<file path="src/rtl/cf_bbox_pos_sched.sv">
// Bounding-box position scheduler: shadows tracker updates and commits them to the overlay only at end-of-frame.
// Optional CF_BBOX_CLAMP_EN clamps out-of-range boxes instead of discarding them.
module cf_bbox_pos_sched #(
    parameter int POSITION_WIDTH = 12,
    parameter int FFT_LENGTH     = 64,
    parameter int NPPC           = 4,
    parameter int WIDTH          = 3840,
    parameter int HEIGHT         = 2160,
    parameter int TIMEOUT_FRAMES = 8
) (
    input  logic                          s_axis_video_aclk,
    input  logic                          s_axis_video_aresetn,
    input  logic [2*POSITION_WIDTH-1:0]   POS_IN_tdata,
    input  logic                          POS_IN_tvalid,
    output logic                          POS_IN_tready,
    input  logic                          VID_tvalid,
    input  logic                          VID_tready,
    input  logic                          VID_tuser,
    input  logic                          VID_tlast,
    output logic [POSITION_WIDTH-1:0]     xStart,
    output logic [POSITION_WIDTH-1:0]     yStart,
    output logic                          bbox_en,
    output logic                          pending,
    output logic                          lost,
    output logic [7:0]                    drop_cnt
);

    localparam int PW      = POSITION_WIDTH;
    localparam int LINE_W  = (HEIGHT > 1) ? $clog2(HEIGHT) : 1;
    localparam int FRAME_W = $clog2(TIMEOUT_FRAMES + 1);

    localparam logic [LINE_W-1:0]  LAST_LINE    = LINE_W'(HEIGHT - 1);
    localparam logic [FRAME_W-1:0] FRAME_MAX    = FRAME_W'(TIMEOUT_FRAMES);
    localparam logic [PW-1:0]      X_MAX        = PW'(WIDTH - FFT_LENGTH);
    localparam logic [PW-1:0]      Y_MAX        = PW'(HEIGHT - FFT_LENGTH);
    // NPPC is a power of two, so alignment is a mask of the low bits.
    localparam logic [PW-1:0]      X_ALIGN_MASK = ~PW'(NPPC - 1);

    typedef enum logic [1:0] {
        ST_INIT  = 2'd0,
        ST_TRACK = 2'd1,
        ST_LOST  = 2'd2
    } state_t;

    state_t              state_reg;
    state_t              state_next;
    logic                tready_reg;
    logic [PW-1:0]       shadow_x_reg;
    logic [PW-1:0]       shadow_y_reg;
    logic                pending_reg;
    logic [7:0]          drop_cnt_reg;
    logic [PW-1:0]       x_start_reg;
    logic [PW-1:0]       y_start_reg;
    logic [LINE_W-1:0]   line_cnt_reg;
    logic [FRAME_W-1:0]  frame_cnt_reg;
    logic [FRAME_W-1:0]  frame_cnt_next;

    logic [PW-1:0]       pos_x_raw;
    logic [PW-1:0]       pos_y_raw;
    logic [PW-1:0]       pos_x_aligned;
    logic [PW-1:0]       pos_x_cond;
    logic [PW-1:0]       pos_y_cond;
    logic                pos_in_range;
    logic                upd_accept;
    logic                upd_load;
    logic                beat;
    logic                eof;
    logic                commit;
    logic                bbox_en_int;
    logic                lost_int;

    assign pos_x_raw     = POS_IN_tdata[PW-1:0];
    assign pos_y_raw     = POS_IN_tdata[2*PW-1:PW];
    assign pos_x_aligned = pos_x_raw & X_ALIGN_MASK;

`ifdef CF_BBOX_CLAMP_EN
    always_comb begin
        pos_x_cond   = (pos_x_aligned > X_MAX) ? X_MAX : pos_x_aligned;
        pos_y_cond   = (pos_y_raw > Y_MAX) ? Y_MAX : pos_y_raw;
        pos_in_range = 1'b1;
    end
`else
    always_comb begin
        pos_x_cond   = pos_x_aligned;
        pos_y_cond   = pos_y_raw;
        pos_in_range = (pos_x_aligned <= X_MAX) && (pos_y_raw <= Y_MAX);
    end
`endif

    assign upd_accept = POS_IN_tvalid && tready_reg;
    assign upd_load   = upd_accept && pos_in_range;
    assign beat       = VID_tvalid && VID_tready;
    // A start-of-frame beat only resynchronises the line counter, so it can never be an EOF.
    assign eof        = beat && VID_tlast && !VID_tuser && (line_cnt_reg == LAST_LINE);
    assign commit     = eof && pending_reg;

    always_comb begin
        frame_cnt_next = frame_cnt_reg;
        if (commit) begin
            frame_cnt_next = '0;
        end else if (eof && (frame_cnt_reg != FRAME_MAX)) begin
            frame_cnt_next = frame_cnt_reg + 1'b1;
        end
    end

    always_ff @(posedge s_axis_video_aclk or negedge s_axis_video_aresetn) begin
        if (!s_axis_video_aresetn) begin
            tready_reg    <= 1'b0;
            shadow_x_reg  <= '0;
            shadow_y_reg  <= '0;
            pending_reg   <= 1'b0;
            drop_cnt_reg  <= '0;
            x_start_reg   <= '0;
            y_start_reg   <= '0;
            line_cnt_reg  <= '0;
            frame_cnt_reg <= '0;
        end else begin
            tready_reg    <= 1'b1;
            frame_cnt_reg <= frame_cnt_next;

            if (upd_load) begin
                shadow_x_reg <= pos_x_cond;
                shadow_y_reg <= pos_y_cond;
            end

            // An update landing on the commit edge replaces nothing, so it is not a drop.
            if (upd_load) begin
                pending_reg <= 1'b1;
            end else if (commit) begin
                pending_reg <= 1'b0;
            end

            if (upd_load && pending_reg && !commit && (drop_cnt_reg != 8'hFF)) begin
                drop_cnt_reg <= drop_cnt_reg + 8'd1;
            end

            if (commit) begin
                x_start_reg <= shadow_x_reg;
                y_start_reg <= shadow_y_reg;
            end

            if (beat) begin
                if (VID_tuser) begin
                    line_cnt_reg <= '0;
                end else if (VID_tlast) begin
                    line_cnt_reg <= (line_cnt_reg == LAST_LINE) ? '0 : line_cnt_reg + 1'b1;
                end
            end
        end
    end

    always_ff @(posedge s_axis_video_aclk or negedge s_axis_video_aresetn) begin
        if (!s_axis_video_aresetn) begin
            state_reg <= ST_INIT;
        end else begin
            state_reg <= state_next;
        end
    end

    always_comb begin
        state_next = state_reg;
        case (state_reg)
            ST_INIT: begin
                if (commit) state_next = ST_TRACK;
            end
            ST_TRACK: begin
                if (!commit && (frame_cnt_next == FRAME_MAX)) state_next = ST_LOST;
            end
            ST_LOST: begin
                if (commit) state_next = ST_TRACK;
            end
            default: state_next = ST_INIT;
        endcase
    end

    always_comb begin
        bbox_en_int = 1'b0;
        lost_int    = 1'b0;
        case (state_reg)
            ST_TRACK: bbox_en_int = 1'b1;
            ST_LOST:  lost_int    = 1'b1;
            default: begin
                bbox_en_int = 1'b0;
                lost_int    = 1'b0;
            end
        endcase
    end

    assign POS_IN_tready = tready_reg;
    assign xStart        = x_start_reg;
    assign yStart        = y_start_reg;
    assign bbox_en       = bbox_en_int;
    assign pending       = pending_reg;
    assign lost          = lost_int;
    assign drop_cnt      = drop_cnt_reg;

endmodule

</file>
<file path="config.mk">
export PLATFORM = sky130hd
export DESIGN_NAME = cf_bbox_pos_sched
export DESIGN_NICKNAME = d
export VERILOG_FILES = /design/src/rtl/cf_bbox_pos_sched.sv
export SDC_FILE = /design/constraint.sdc
export NUM_CORES = 1
export LEC_CHECK = 0
export CAP_MARGIN = 40
export CORE_ASPECT_RATIO = 0.9
export CORE_UTILIZATION = 45
export DETAILED_ROUTE_END_ITERATION = 16
export GPL_ROUTABILITY_DRIVEN = 1
export PLACE_DENSITY = 0.74
export SETUP_SLACK_MARGIN = 0.5
export SLEW_MARGIN = 20
export SYNTH_ARGS = -nofsm -noshare
export SYNTH_HDL_FRONTEND = slang
export SYNTH_SLANG_ARGS = --single-unit
</file>
<file path="constraint.sdc">
create_clock -name s_axis_video_aclk -period 2.54 [get_ports s_axis_video_aclk]
set_input_delay 0.254 -clock s_axis_video_aclk [delete_from_list [all_inputs] [get_ports s_axis_video_aclk]]
set_output_delay 0.254 -clock s_axis_video_aclk [all_outputs]
set_load 0.01 [all_outputs]
</file>
Yosys cells after proc, flatten, opt, wreduce, memory -nomap -nowiden
Index checks and enable logic that the tools add are counted.

storage, ports and cells
  bits of input ports = 31
  word-level logic and storage cells = 56
  register bits after elaboration = 72

operators by class
  add/subtract/negate cells = 3
  order comparisons = 2
  reduce and logical (&&, ||, !) cells = 21
  equality and inequality tests = 8
  muxes and demuxes = 12

operator list
  kind                                                                    count
  12-bit two-way mux                                                      3
  12-bit <= comparator (second input constant)                            2
  1-bit logical AND                                                       13
  12-bit by 1-bit adder with 12-bit output (second input constant)        1
  12-bit equality test (second input constant)                            1
  8-bit by 1-bit adder with 8-bit output (second input constant)          1
  4-bit two-way mux                                                       2
  8-bit != test (second input constant)                                   1
  4-bit by 1-bit adder with 4-bit output (second input constant)          1
  4-bit equality test (second input constant)                             1
  1-bit two-way mux                                                       4
  2-bit two-way mux                                                       2
  4-bit != test (second input constant)                                   1
  2-bit one-hot mux with 2 select lines                                   1
  2-bit AND reduction                                                     2
  2-bit nonzero test                                                      2
  2-bit by 1-bit equality test with 1-bit output (second input constant)  1
  2-bit equality test (second input constant)                             1
  1-bit logical NOT                                                       2
  2-bit logical NOT                                                       1
  2-bit by 1-bit != test with 1-bit output (second input constant)        1
  2-bit != test (second input constant)                                   1
  2-bit OR reduction                                                      1

Depth between registers and ports, before layout
  depth in word-level cells = 11
  mapped depth = 9
  gate-level depth less buffers = 8

Least setup slack after synthesis
No wires, ideal clock.

  path type = in2reg
  start = in POS_IN_tdata[2]
  end = reg drop_cnt_reg[1], in the netlist drop_cnt[1]
  path slack = 0.376 ns
  buffers on the path = 1
  data arrival time = 2.039 ns
  data required time = 2.415 ns
  stages on the path = 6
  path through = or4_1 a311o_1 a22oi_4 and4_1 buf_4 mux2_2

between the ends
  longest elaborated chain between the ends = 6

RTL lines
  what                            line  RTL
  start: declaration              13    input logic [2*POSITION_WIDTH-1:0] POS_IN_tdata,
  12-bit <= comparator            86    pos_in_range = (pos_x_aligned <= X_MAX) && (pos_y_raw <= Y_MAX);
  1-bit logical AND               86
  1-bit logical AND               91    assign upd_load = upd_accept && pos_in_range;
  1-bit logical AND (3 in a row)  133   if (upd_load && pending_reg && !commit && (drop_cnt_reg != 8'hFF)) begin
  end signal: assignment          134   drop_cnt_reg <= drop_cnt_reg + 8'd1;
  end: declaration                51    logic [7:0] drop_cnt_reg;

No other way between the ends.
A chain may end at the register's enable or synchronous reset.

Worst setup path after layout
  start = in POS_IN_tdata[15]
  end = reg drop_cnt_reg[1], in the netlist drop_cnt[1]

Same word-level chain as after synthesis.

==> impl_results.md <==
* First-pass detailed-route iteration total at 4
* Top cells by area, synth: dfrtp_1, mux2_2, o21ai_0
* Post-Synth Simple-Gate Area at 0.119
* Leakage power at 1.87 nW
* Hold WC Path Type: in2reg
* Critical path origin: POS_IN_tdata[15]
* Core Area at 0.00673 sq mm
* Die Y at between 80 and 90 um
* Layout cells sized above 1 at 0.251
* Std cell rows at 28
* H-tree depth at 3
* Mapped Area at roughly 0.0032 sq mm
* Buf/Inv on CP at 1
* Drt drc at 0
* CP Class: in2reg
* Commonest non-fill, non-tap cell in the layout: dfrtp_1
* Seq/Total Area, Yosys at 0.560
* Reg2reg path depth at 5
* Critical Path RT at 2770 ps
* Top cell type's share of synthesized area at 0.560
* Net count, final at 376
* Multi-input logic area at approximately 0.0014 sq mm
* Clock transition at path regs at approximately 70 ps
* Crit-path slowest cell: or4_4
* Synth Instances at between 200 and 300
* TNS Setup at 0 ps
* Longest Clk Path Bufs at 2
* Die W at 91.1 um
* Average size of a mapped cell at between 10 and 15 sq um
* Fin crit share at 0.778
* Yosys top cell by area: dfrtp_1
* GP Congestion at 0.799
* Final setup margin at 563 ps
* Final hold vios at 0
* WL final at 6550 um
* Pin count of the biggest net entering global routing at 73
* Vias in the first global route at between 2000 and 2500
* Register area at 0.00180 sq mm
* Critical Path Sink: drop_cnt[1]
* Combinational family with the most area after synthesis: multiplexers
* FF-to-FF End: drop_cnt[1]
* Routed vias/inst at 5.30
* RSZ-0062 raised after global routing: false
* Root Buffer: clkbuf_8
* Most frequent cells in the layout: dfrtp_1, clkdlybuf4s50_1, mux2_2
* First-pass GRT wire length at around 11000 um
* Crit-path cells: clkdlybuf4s15_1, or4_4, a311o_1, a22oi_4, and4_4, mux2_4
* DPL Wire Length at approximately 4500 um
* Pwr/cell area at 597 mW/mm^2
* Post-Synth XOR/XNOR Area at 0.0272
* Worst EP arrival at 2210 ps
* Io pins at 67
* Reg-to-reg startpoint: line_cnt_reg[4]
* Initial antenna violation count at 0
* Fin crit period at ~2000 ps
* Die area at 0.00749 sq mm
* Compound-Gate Fraction of Synth Area at 0.0918
* Starting Density at 0.478
* Hold Path Origin: POS_IN_tdata[14]
* CTS Sinks at 72
* Post-synthesis mux area share at 0.157
* Skew-Pair Late Insertion Delay at between 300 and 400 ps
* Routed wire per std cell at ~15 um
* Synth unique cells at 42
* Slew Limit Fails at 0
* Post-DRT Antenna Nets at 0
* TritonCTS clock tree: built
* Final setup vio count at 0
* Total Routing Usage GR at 0.190
* Synth Area in Adders at 0.0156
* Worst VDD drop at 316 uV
* Initial DRC count at 152
* Fill cell count at 550
* Startpoint types: input pin
* Grt ovf at 0
* CP Depth at 6
* Crit path max-delay family: simple AND/OR/NAND/NOR gates
* Nature of the critical path endpoint: flip-flop
* Via count at between 2000 and 2500
* Syn-to-layout area delta at 31.5%
* Diodes inserted at 0
* Status: complete, no violations
* Slowest stage delay, CP at 480 ps
* Max Freq at ~510 MHz
* Crit path max fanout at 8
* Reg2reg setup slack at 650 ps
* YS warnings at 0
* Setup Skew at about 7.0 ps
* Pre-CTS worst setup slack at -97.0 ps
* Num CTS Buffers at 9
* Final Power at 0.00253 W
* Seq cells post-synth at 72
* PortBufs at 62
* Maxcap violations at 0
[synth_stat cells]
cell type	count
nor4bb_1	1
inv_1	7
a21o_1	2
nor2b_1	1
nand2_1	14
buf_2	4
o31ai_1	2
a31o_2	1
a21oi_1	4
xor2_1	3
o21bai_1	1
or4_1	4
o21ai_0	21
ha_1	4
mux2i_1	1
nor3b_1	1
o22a_1	1
and3_1	6
nand4_1	6
buf_4	3
clkbuf_1	5
nand4b_1	1
nand3_1	9
and4b_1	1
nor4_1	2
dfrtp_1	72
o22ai_1	2
a311o_1	2
and4_1	1
nor3_1	7
nand2b_1	2
xnor2_1	7
and2_1	3
o41ai_1	2
o211ai_1	2
a31oi_1	3
nor4b_1	1
a22oi_4	1
conb_1	2
a32o_1	1
mux2_2	44
nor2_1	11
[how the worst min path moves through the flow]
stage | endpoint | depth (start not counted)
after floorplan | POS_IN_tready | 0
after global placement | drop_cnt[5] | 2
after detailed placement | drop_cnt[3] | 2
after CTS | shadow_x_reg[5] | 2
after global routing | shadow_y_reg[6] | 2
final | shadow_y_reg[2] | 2
[area by class of cell]
type	instances	share of cell area
clock inverters	7	0.0112
inverters	7	0.00621
flip-flops and latches	72	0.427
well taps	90	0.0266
multi-input cells	178	0.329
clock buffers	9	0.0293
repair buffers	73	0.171
[worst reg2reg max path, cell delays in order, from the launching register on]
cell	delay (ps)
dfrtp_1	470
nor4bb_4	360
buf_4	160
nand4_1	200
and4_4	290
mux2_4	290
[stage by stage]
step	area, sq um	hold WS (ps)	util	std cells
floorplan	3230	-41.6	-	269
global placement	3970	310	0.591	416
detailed placement	3970	312	0.591	416
CTS	4170	258	0.621	433
global route	4230	165	0.629	436
finish	4230	182	0.629	436
[cells by family (layout without fill, tap and decap cells)]
family          Yosys count  in the layout
compound gates           45             45
xor+xnor                 10             10
fa+ha+maj                 4              4
buf+inv                  19             96
flops                    72             72
mux                      45             45
other cells               2              3
simple gates             71             71
[layer usage]
| metal | share of wire | routed length [um] | global-route usage |
|---|---|---|---|
| met5 | 0 | 0 | 0 |
| met4 | 0.0087 | 57 | 0.0524 |
| met3 | 0.049 | 324 | 0.0687 |
| met2 | 0.47 | 3070 | 0.301 |
| met1 | 0.47 | 3100 | 0.250 |
[repair_timing]
item / 4_1_cts / 5_1_grt
hold endpoints to repair: 72 / 0
gates resized for setup: 20 / 16
hold buffers: 1 / 0
endpoints found under the setup margin: 37 / 34
setup buffers: 0 / 3
pin swaps: 9 / 9
[power by group]
group	leakage [nW]	internal, W	total, W	switching (W)
sequential	0.928	0.00127	0.00136	0.0000944
combinational	0.851	0.000227	0.000373	0.000146
clock	0.0854	0.000354	0.000792	0.000439
(Power assumes the default switching activity.)
